--- config.mk ---
export PLATFORM = sky130hd
export DESIGN_NAME = tcb_uart_des
export DESIGN_NICKNAME = d
export VERILOG_FILES = /design/src/rtl/tcb_uart_pkg.sv /design/src/rtl/tcb_sync.sv /design/src/rtl/tcb_uart_des.sv
export SDC_FILE = /design/constraint.sdc
export NUM_CORES = 1
export LEC_CHECK = 0
export ABC_AREA = 1
export BUFFER_PORTS_ARGS = -buffer_cell sky130_fd_sc_hd__buf_2
export CAP_MARGIN = 25
export CORE_MARGIN = 1
export CORE_UTILIZATION = 30
export CTS_CLUSTER_SIZE = 25
export DETAILED_ROUTE_END_ITERATION = 10
export MAX_ROUTING_LAYER = met4
export PLACE_DENSITY = 0.48
export SYNTH_ARGS = -nofsm -noshare
export SYNTH_HDL_FRONTEND = slang
export SYNTH_SLANG_ARGS = --single-unit
--- constraint.sdc ---
create_clock -name clk -period 5.8 [get_ports clk]
set_clock_uncertainty 0.2 [all_clocks]
set_input_delay 0.29 -clock clk [delete_from_list [all_inputs] [get_ports clk]]
set_output_delay 0.29 -clock clk [all_outputs]
set_load 0.03 [all_outputs]
--- src/rtl/tcb_uart_pkg.sv ---
// Shared definitions for the TCB UART receive deserializer and transmit serializer.
package tcb_uart_pkg;

    // Frame defaults: 8 data bits, 1 stop bit.
    localparam int UART_DW        = 8;
    localparam int UART_STOP_BITS = 1;

    // Receive frame state machine.
    typedef enum logic [2:0] {
        ST_IDLE  = 3'd0,
        ST_START = 3'd1,
        ST_DATA  = 3'd2,
        ST_STOP  = 3'd3,
        ST_BREAK = 3'd4
    } uart_des_state_t;

endpackage : tcb_uart_pkg

--- src/rtl/tcb_sync.sv ---
// Generic two-flop synchronizer with a programmable reset value.
// Only compiled into the build when TCB_UART_DES_SYNC_EN is defined,
// since the deserializer is its sole user.
`ifdef TCB_UART_DES_SYNC_EN
module tcb_sync #(
    parameter logic RST_VAL = 1'b0
) (
    input  logic clk,
    input  logic rst,
    input  logic d,
    output logic q
);

    logic meta;

    // Two-stage capture of the asynchronous input.
    always_ff @(posedge clk or posedge rst) begin
        if (rst) begin
            meta <= RST_VAL;
            q    <= RST_VAL;
        end else begin
            meta <= d;
            q    <= meta;
        end
    end

endmodule : tcb_sync
`endif

--- src/rtl/tcb_uart_des.sv ---
// UART receive deserializer: recovers 8N1-style frames from uart_rxd using a
// programmable bit period (cfg_bdr) and sample point (cfg_smp), and presents
// each word on a single-entry valid/ready output register.
//
// Handshake: a word transfers on any cycle where str_vld && str_rdy are both
// high; str_dat is held stable while str_vld is high and str_rdy is low.
//
// Build option TCB_UART_DES_SYNC_EN: insert a 2-flop synchronizer (reset to 1)
// on uart_rxd, delaying all timing by 2 cycles. Undefined: uart_rxd is used as is.
module tcb_uart_des
    import tcb_uart_pkg::*;
#(
    parameter int DW = UART_DW,
    parameter int CW = 16
) (
    input  logic          clk,
    input  logic          rst,
    input  logic [CW-1:0] cfg_bdr,
    input  logic [CW-1:0] cfg_smp,
    input  logic          uart_rxd,
    output logic          str_vld,
    output logic [DW-1:0] str_dat,
    input  logic          str_rdy,
    output logic          err_frm,
    output logic          err_ovr,
    output logic          busy
);

    localparam int            BW       = (DW > 1) ? $clog2(DW) : 1;
    localparam logic [BW-1:0] BIT_LAST = BW'(DW - 1);

    logic rxd;

`ifdef TCB_UART_DES_SYNC_EN
    tcb_sync #(.RST_VAL(1'b1)) u_sync (
        .clk (clk),
        .rst (rst),
        .d   (uart_rxd),
        .q   (rxd)
    );
`else
    assign rxd = uart_rxd;
`endif

    uart_des_state_t state;
    uart_des_state_t state_nxt;

    logic [CW-1:0] cnt;
    logic [CW-1:0] smp_pt;
    logic [BW-1:0] bit_idx;
    logic [DW-1:0] sreg;
    logic          rxd_prv;
    logic          fall;
    logic          smp_hit;
    logic          wrap;
    logic          word_done;

    // A sample point beyond the bit period is clamped to the last cycle of the bit.
    assign smp_pt    = (cfg_smp > cfg_bdr) ? cfg_bdr : cfg_smp;
    assign smp_hit   = (cnt == smp_pt);
    // >= rather than == so a period shortened mid-frame still wraps.
    assign wrap      = (cnt >= cfg_bdr);
    assign fall      = rxd_prv & ~rxd;
    assign word_done = (state == ST_STOP) && smp_hit && rxd;
    assign busy      = (state != ST_IDLE);

    // State register.
    always_ff @(posedge clk or posedge rst) begin
        if (rst) state <= ST_IDLE;
        else     state <= state_nxt;
    end

    // Next-state logic; STOP leaves at its sample point so an early start edge is caught.
    always_comb begin
        state_nxt = state;
        case (state)
            ST_IDLE:  if (fall) state_nxt = ST_START;
            ST_START: begin
                if (smp_hit && rxd) state_nxt = ST_IDLE;
                else if (wrap)      state_nxt = ST_DATA;
            end
            ST_DATA:  if (wrap && (bit_idx == BIT_LAST)) state_nxt = ST_STOP;
            ST_STOP:  if (smp_hit) state_nxt = rxd ? ST_IDLE : ST_BREAK;
            ST_BREAK: if (rxd) state_nxt = ST_IDLE;
            default:  state_nxt = ST_IDLE;
        endcase
    end

    // Bit timing: cnt is 0 on the edge-detect cycle, so it restarts at 0 whenever IDLE is next.
    always_ff @(posedge clk or posedge rst) begin
        if (rst) begin
            cnt     <= '0;
            bit_idx <= '0;
            rxd_prv <= 1'b1;
        end else begin
            rxd_prv <= rxd;
            if (state_nxt == ST_IDLE) cnt <= '0;
            else if (wrap)            cnt <= '0;
            else                      cnt <= cnt + 1'b1;
            if (state == ST_START)           bit_idx <= '0;
            else if (state == ST_DATA && wrap) bit_idx <= bit_idx + 1'b1;
        end
    end

    // Shift register: data arrives LSB first, so shift in at the MSB and move right.
    always_ff @(posedge clk or posedge rst) begin
        if (rst)                                sreg <= '0;
        else if (state == ST_DATA && smp_hit) sreg <= {rxd, sreg[DW-1:1]};
    end

    // Output register and error pulses; a word arriving while the old one is stalled is dropped.
    always_ff @(posedge clk or posedge rst) begin
        if (rst) begin
            str_vld <= 1'b0;
            str_dat <= '0;
            err_frm <= 1'b0;
            err_ovr <= 1'b0;
        end else begin
            err_frm <= (state == ST_STOP) && smp_hit && !rxd;
            err_ovr <= 1'b0;
            if (word_done) begin
                if (!str_vld || str_rdy) begin
                    str_vld <= 1'b1;
                    str_dat <= sreg;
                end else begin
                    err_ovr <= 1'b1;
                end
            end else if (str_vld && str_rdy) begin
                str_vld <= 1'b0;
            end
        end
    end

endmodule : tcb_uart_des

Word-level counts from Yosys, hierarchy flattened
Cells that the tools add are included.

storage, ports and cells
  register bits = 42
  bits in latches = 0
  bits in writable memories = 0
  ROM bits = 0
  output and inout port bits = 12
  word-level logic and storage cells = 58
  memories = 0

cells by class
  add/subtract/negate cells = 2
  $mul = 0
  div/mod/pow operators = 0
  $lt $le $gt $ge = 2
  equality and inequality tests = 7
  shifts and indexed selects = 0
  muxes and demuxes = 18
  bitwise logic cells = 2
  reductions and logical operators = 18

operators by type and width
  kind                                                   number
  2-to-1 mux 16 bit                                      3
  2-to-1 mux 3 bit                                       9
  adder 16 x 1 -> 16 bit, second input constant          1
  equality test 16 bit                                   1
  >= comparator 16 bit                                   1
  greater-than comparator 16 bit                         1
  case mux 3 bit (5 select lines)                        1
  logical AND 1 bit                                      8
  equality test 3 x 2 -> 1 bit, second input constant    2
  equality test 3 bit, second input constant             2
  zero test 3 bit                                        2
  2-to-1 mux 1 bit                                       5
  AND reduction 2 bit                                    2
  nonzero test 2 bit                                     2
  adder 3 x 1 -> 3 bit, second input constant            1
  equality test 3 x 1 -> 1 bit, second input constant    1
  nonzero test 3 bit                                     1
  zero test 1 bit                                        2
  inequality test 2 x 1 -> 1 bit, second input constant  1
  AND 1 bit                                              1
  logical OR 1 bit                                       1
  inverter 1 bit                                         1

Longest topological paths before layout
  word-level depth = 8
  depth in mapped cells = 27
  gate-level depth less buffers = 25

Least setup slack after synthesis
Ideal clock, no wire load.

  kind = input-to-reg
  from = in cfg_bdr[15]
  to = reg cnt[11]
  library setup time = 0.121 ns
  data arrival time = 2.471 ns
  setup slack = 3.008 ns
  stages on the path = 19
  path buffers = 2
  cells stage by stage = inv_1 > ha_1 > nand2_1 > nor3_2 > nand3_1 > clkbuf_1 > nand3_1 > nand2_1 > nand2_1 > nand2_1 > nor2_1 > nand2_1 > nor2_2 > nand2_1 > a21oi_1 > nand3_1 > nor2_4 > buf_6 > nor2_1

on the way
  longest elaborated chain between the ends = 8

ends and longest elaborated chain
  item                             line                RTL
  start, declared                  tcb_uart_des.sv:18  input logic [CW-1:0] cfg_bdr,
  greater-than comparator 16 bit   tcb_uart_des.sv:59  assign smp_pt = (cfg_smp > cfg_bdr) ? cfg_bdr : cfg_smp;
  2-to-1 mux 16 bit                tcb_uart_des.sv:59
  equality test 16 bit             tcb_uart_des.sv:60  assign smp_hit = (cnt == smp_pt);
  logical AND 1 bit                tcb_uart_des.sv:79  if (smp_hit && rxd) state_nxt = ST_IDLE;
  2-to-1 mux 3 bit                 tcb_uart_des.sv:79
  case mux 3 bit (5 select lines)  tcb_uart_des.sv:76  case (state)
  zero test 3 bit                  tcb_uart_des.sv:97  if (state_nxt == ST_IDLE) cnt <= '0;
  2-to-1 mux 16 bit (*)            tcb_uart_des.sv:97
  end signal, assigned             tcb_uart_des.sv:99  else cnt <= cnt + 1'b1;
  end, declared                    tcb_uart_des.sv:48  logic [CW-1:0] cnt;

Every way passes the cells marked *; elsewhere a longest branch is shown, timed or not.
A chain may end at the register's enable or synchronous reset.

Final worst setup path
  from = in cfg_bdr[11]
  to = reg cnt[0]

The elaborated chain is that of the path after synthesis.

==> results.yml <==
finish:
  drive_gt1_share_pct: 12.5
  nNetsFinal: 592
  antennaDiodeCount: 0
  layout.cells.most_common_list: "130 x nand2_1, 71 x inv_1, 66 x nand3_1, 47 x buf_2, 44 x nor2_1"
  final_common_cell: "nand2_1"
  areaGrowthSynthToFinish_pct: 14.8
clock_tree:
  h-tree-depth: 2
  clk_latency_ns: 0.29
  clock_path_buffers: 2
  clk_pin_slew_ns: 0.08
  clock_sinks: 42
  cts_buffers: 5
  cts_tree: "yes"
  cts-root-buf: "clkbuf_8"
  cts_setup_buffers: 0
outcome:
  status: "finished, final reports clean"
worst_setup_path:
  cp-end-kind: "flip-flop"
  cp_data_required_time_ns: 5.76
  path_class: "in -> reg"
  cp-start-kind: "input port"
  cp.arrival_ns: 4.06
  critPathMaxFanout: 22
yosys:
  ys_types: 27
  synth-adder-area-share_pct: 13.6
  syn_area_per_cell_sq_um: 6.80
  ys_seq_area_share_pct: 32.7
  synth_top_family_by_area: "simple AND/OR/NAND/NOR gates"
  yosys.area_share.simple_pct: 34.9
  synth_edf_count: 0
  syn-instance-count: 473
  synth_seq_cells: 42
  ys.flop_type: "dfrtp_1"
  synth_compound_area_share_pct: 8.71
  synth-async-reset-ratio_pct: 100
  ys_warn_count: 0
  synth_top_area_cell: "dfrtp_1"
  muxShareOfSynthArea_pct: 0
  synth_xor_area_share_pct: 0
  synthesis.area_sq_um: 3220
  synth_nets: 544
  yosysTopAreaCellShare_pct: 31.9
  synthTopCellsByArea: "dfrtp_1 32%, nand2_1 15%, ha_1 14%, nand3_1 10%, inv_1 8.3%"
power:
  pwr-share-clk_pct: 23.8
  power_frac_seq_pct: 42.9
  power.switching_mw: 0.288
  power_density_nw_per_um2: 217
  combPwrFrac_pct: 33.3
  p_int_mw: 0.512
  ir_drop_mv: 0.132
  sw_frac_of_total_pct: 36.0
  total_power_mw: 0.800
  leakage_nw: 2.02
sta:
  hold_violations: 0
  finalCriticalPeriod_ns: 4.10
  max-slew-margin-rel_pct: 50.1
  rsz0062_at_grt: "no"
  worst_pin_slew_ns: 0.746
  finalCritPeriodShare_pct: 70.7
  fin_setup_tns_ns: 0
  drv_slew: 0
  setup_viol: 0
  clock.fmax_mhz: 244
job:
  maxCapViolCount: 0
floorplan:
  die_area_sq_um: 11100
  die_h_um: 106
  boundaryPins: 48
  core.rowCount: 37
  die-width_um: 106
  start_util_pct: 31.0
  design.core.area_sq_um: 10400
route:
  vias_per_cell: 4.66
  firstDrtPassIters: 4
  postRouteAntennaNets: 0
  vias: 3065
  dr.first_iter.drc_count: 106
  finalWirelength_um: 8150
  drc: 0
  avgRoutedWirePerCell_um: 12.4
place:
  port_buffers: 47
  gp_congestion: 0.859
  dp_hpwl_um: 6420
global_route:
  overflow: 0
  grt_antenna_before_repair: 0
  first_global_vias: 2853
  grt_pass1_wl_um: 13500
  grt_use_total_pct: 15.5
  grt_start_max_net_pins: 43
worst_hold_path:
  hold_class: "in -> reg"
[stage by stage]
stage	utilization, %	hold WS (ns)	setup slack, ns	instances	cell area [sq um]
2_1_floorplan	-	0.0945	3.01	473	3220
3_3_place_gp	34.6	0.245	1.46	648	3580
3_5_place_dp	34.6	0.247	1.39	648	3580
4_1_cts	35.6	0.0884	1.68	658	3690
5_1_grt	35.6	0.114	1.24	658	3690
6_report	35.6	0.0944	1.70	658	3690
[sequential cells by signal, summed over array words and instances (netlist names)]
signal	count
cnt	16
sreg	8
str_dat	8
bit_idx	3
state	3
err_frm	1
err_ovr	1
rxd_prv	1
str_vld	1
[final timing paths]
kind	depth (start not counted)	endpoint	start	slack, ns
worst max-delay path	20	cnt[0]	cfg_bdr[11]	1.70
worst min-delay path	4	err_ovr	str_rdy	0.09
worst max register to register	12	cnt[0]	cnt[15]	2.89
worst min register to register	2	sreg[3]	sreg[3]	0.29
max in group asynchronous	4	rxd_prv	rst	4.56
min in group asynchronous	4	str_dat[1]	rst	0.47
[layout make-up]
cell class	instances	area, sq um
clock buffer	7	86.3
fill	1142	6680
inverter	72	270
tap	136	170
sequential	42	1050
timing repair buffer	51	270
clock inverter	1	5.00
multi-input combinational	349	1840
[power groups by stage]
stage	sequential (mW)	combinational, mW	clock [mW]
floorplan	0.338	0.207	0
global placement	0.349	0.266	0
finish	0.343	0.267	0.190
detailed placement	0.348	0.269	0
CTS	0.342	0.271	0.199
global route	0.347	0.309	0.209
[cells in the mapped netlist, types with 2 or more instances]
library cell,number
inv_1,71
clkbuf_1,5
nor2_1,44
o21ai_0,22
buf_4,2
buf_2,2
nand3b_1,3
nor3_1,7
ha_1,35
a21oi_1,18
dfrtp_1,41
o21ai_1,8
nor2_2,2
a22o_1,2
nand2_1,130
nand3_1,66
nand4_1,4
or2_2,2
[cell families after synthesis]
group           after synthesis
compound gates               53
buf+inv                      82
simple gates                261
fa+ha+maj                    35
flops                        42
[worst max-delay path: stages]
cell     delay [ns]
buf_2          0.10
inv_1          0.06
ha_1           0.31
nand4_1        0.13
nor3_2         0.22
nand2_1        0.09
nand2_1        0.56
nand2_1        0.65
nand2_1        0.23
nand2_1        0.07
nand2_1        0.05
nand2_1        0.07
nor2_1         0.15
nand2_1        0.08
nor2_2         0.17
nand3_1        0.17
nand3_1        0.13
nand3_1        0.13
nor2_4         0.31
nor2_1         0.08
[metal layers]
layer,GRT usage [%],vias up,routed length [um]
met5,-,-,0
met4,4.27,0,100
met3,1.42,8,252
met2,23.9,60,3630
met1,21.7,1375,4160
li1,-,1622,-
[repair_timing]
item | CTS | global route
hold buffers | 2 | 0
hold endpoints to repair | 42 | 0
resized for setup | 0 | 0
Note: power is estimated with default switching activity, not from simulation.
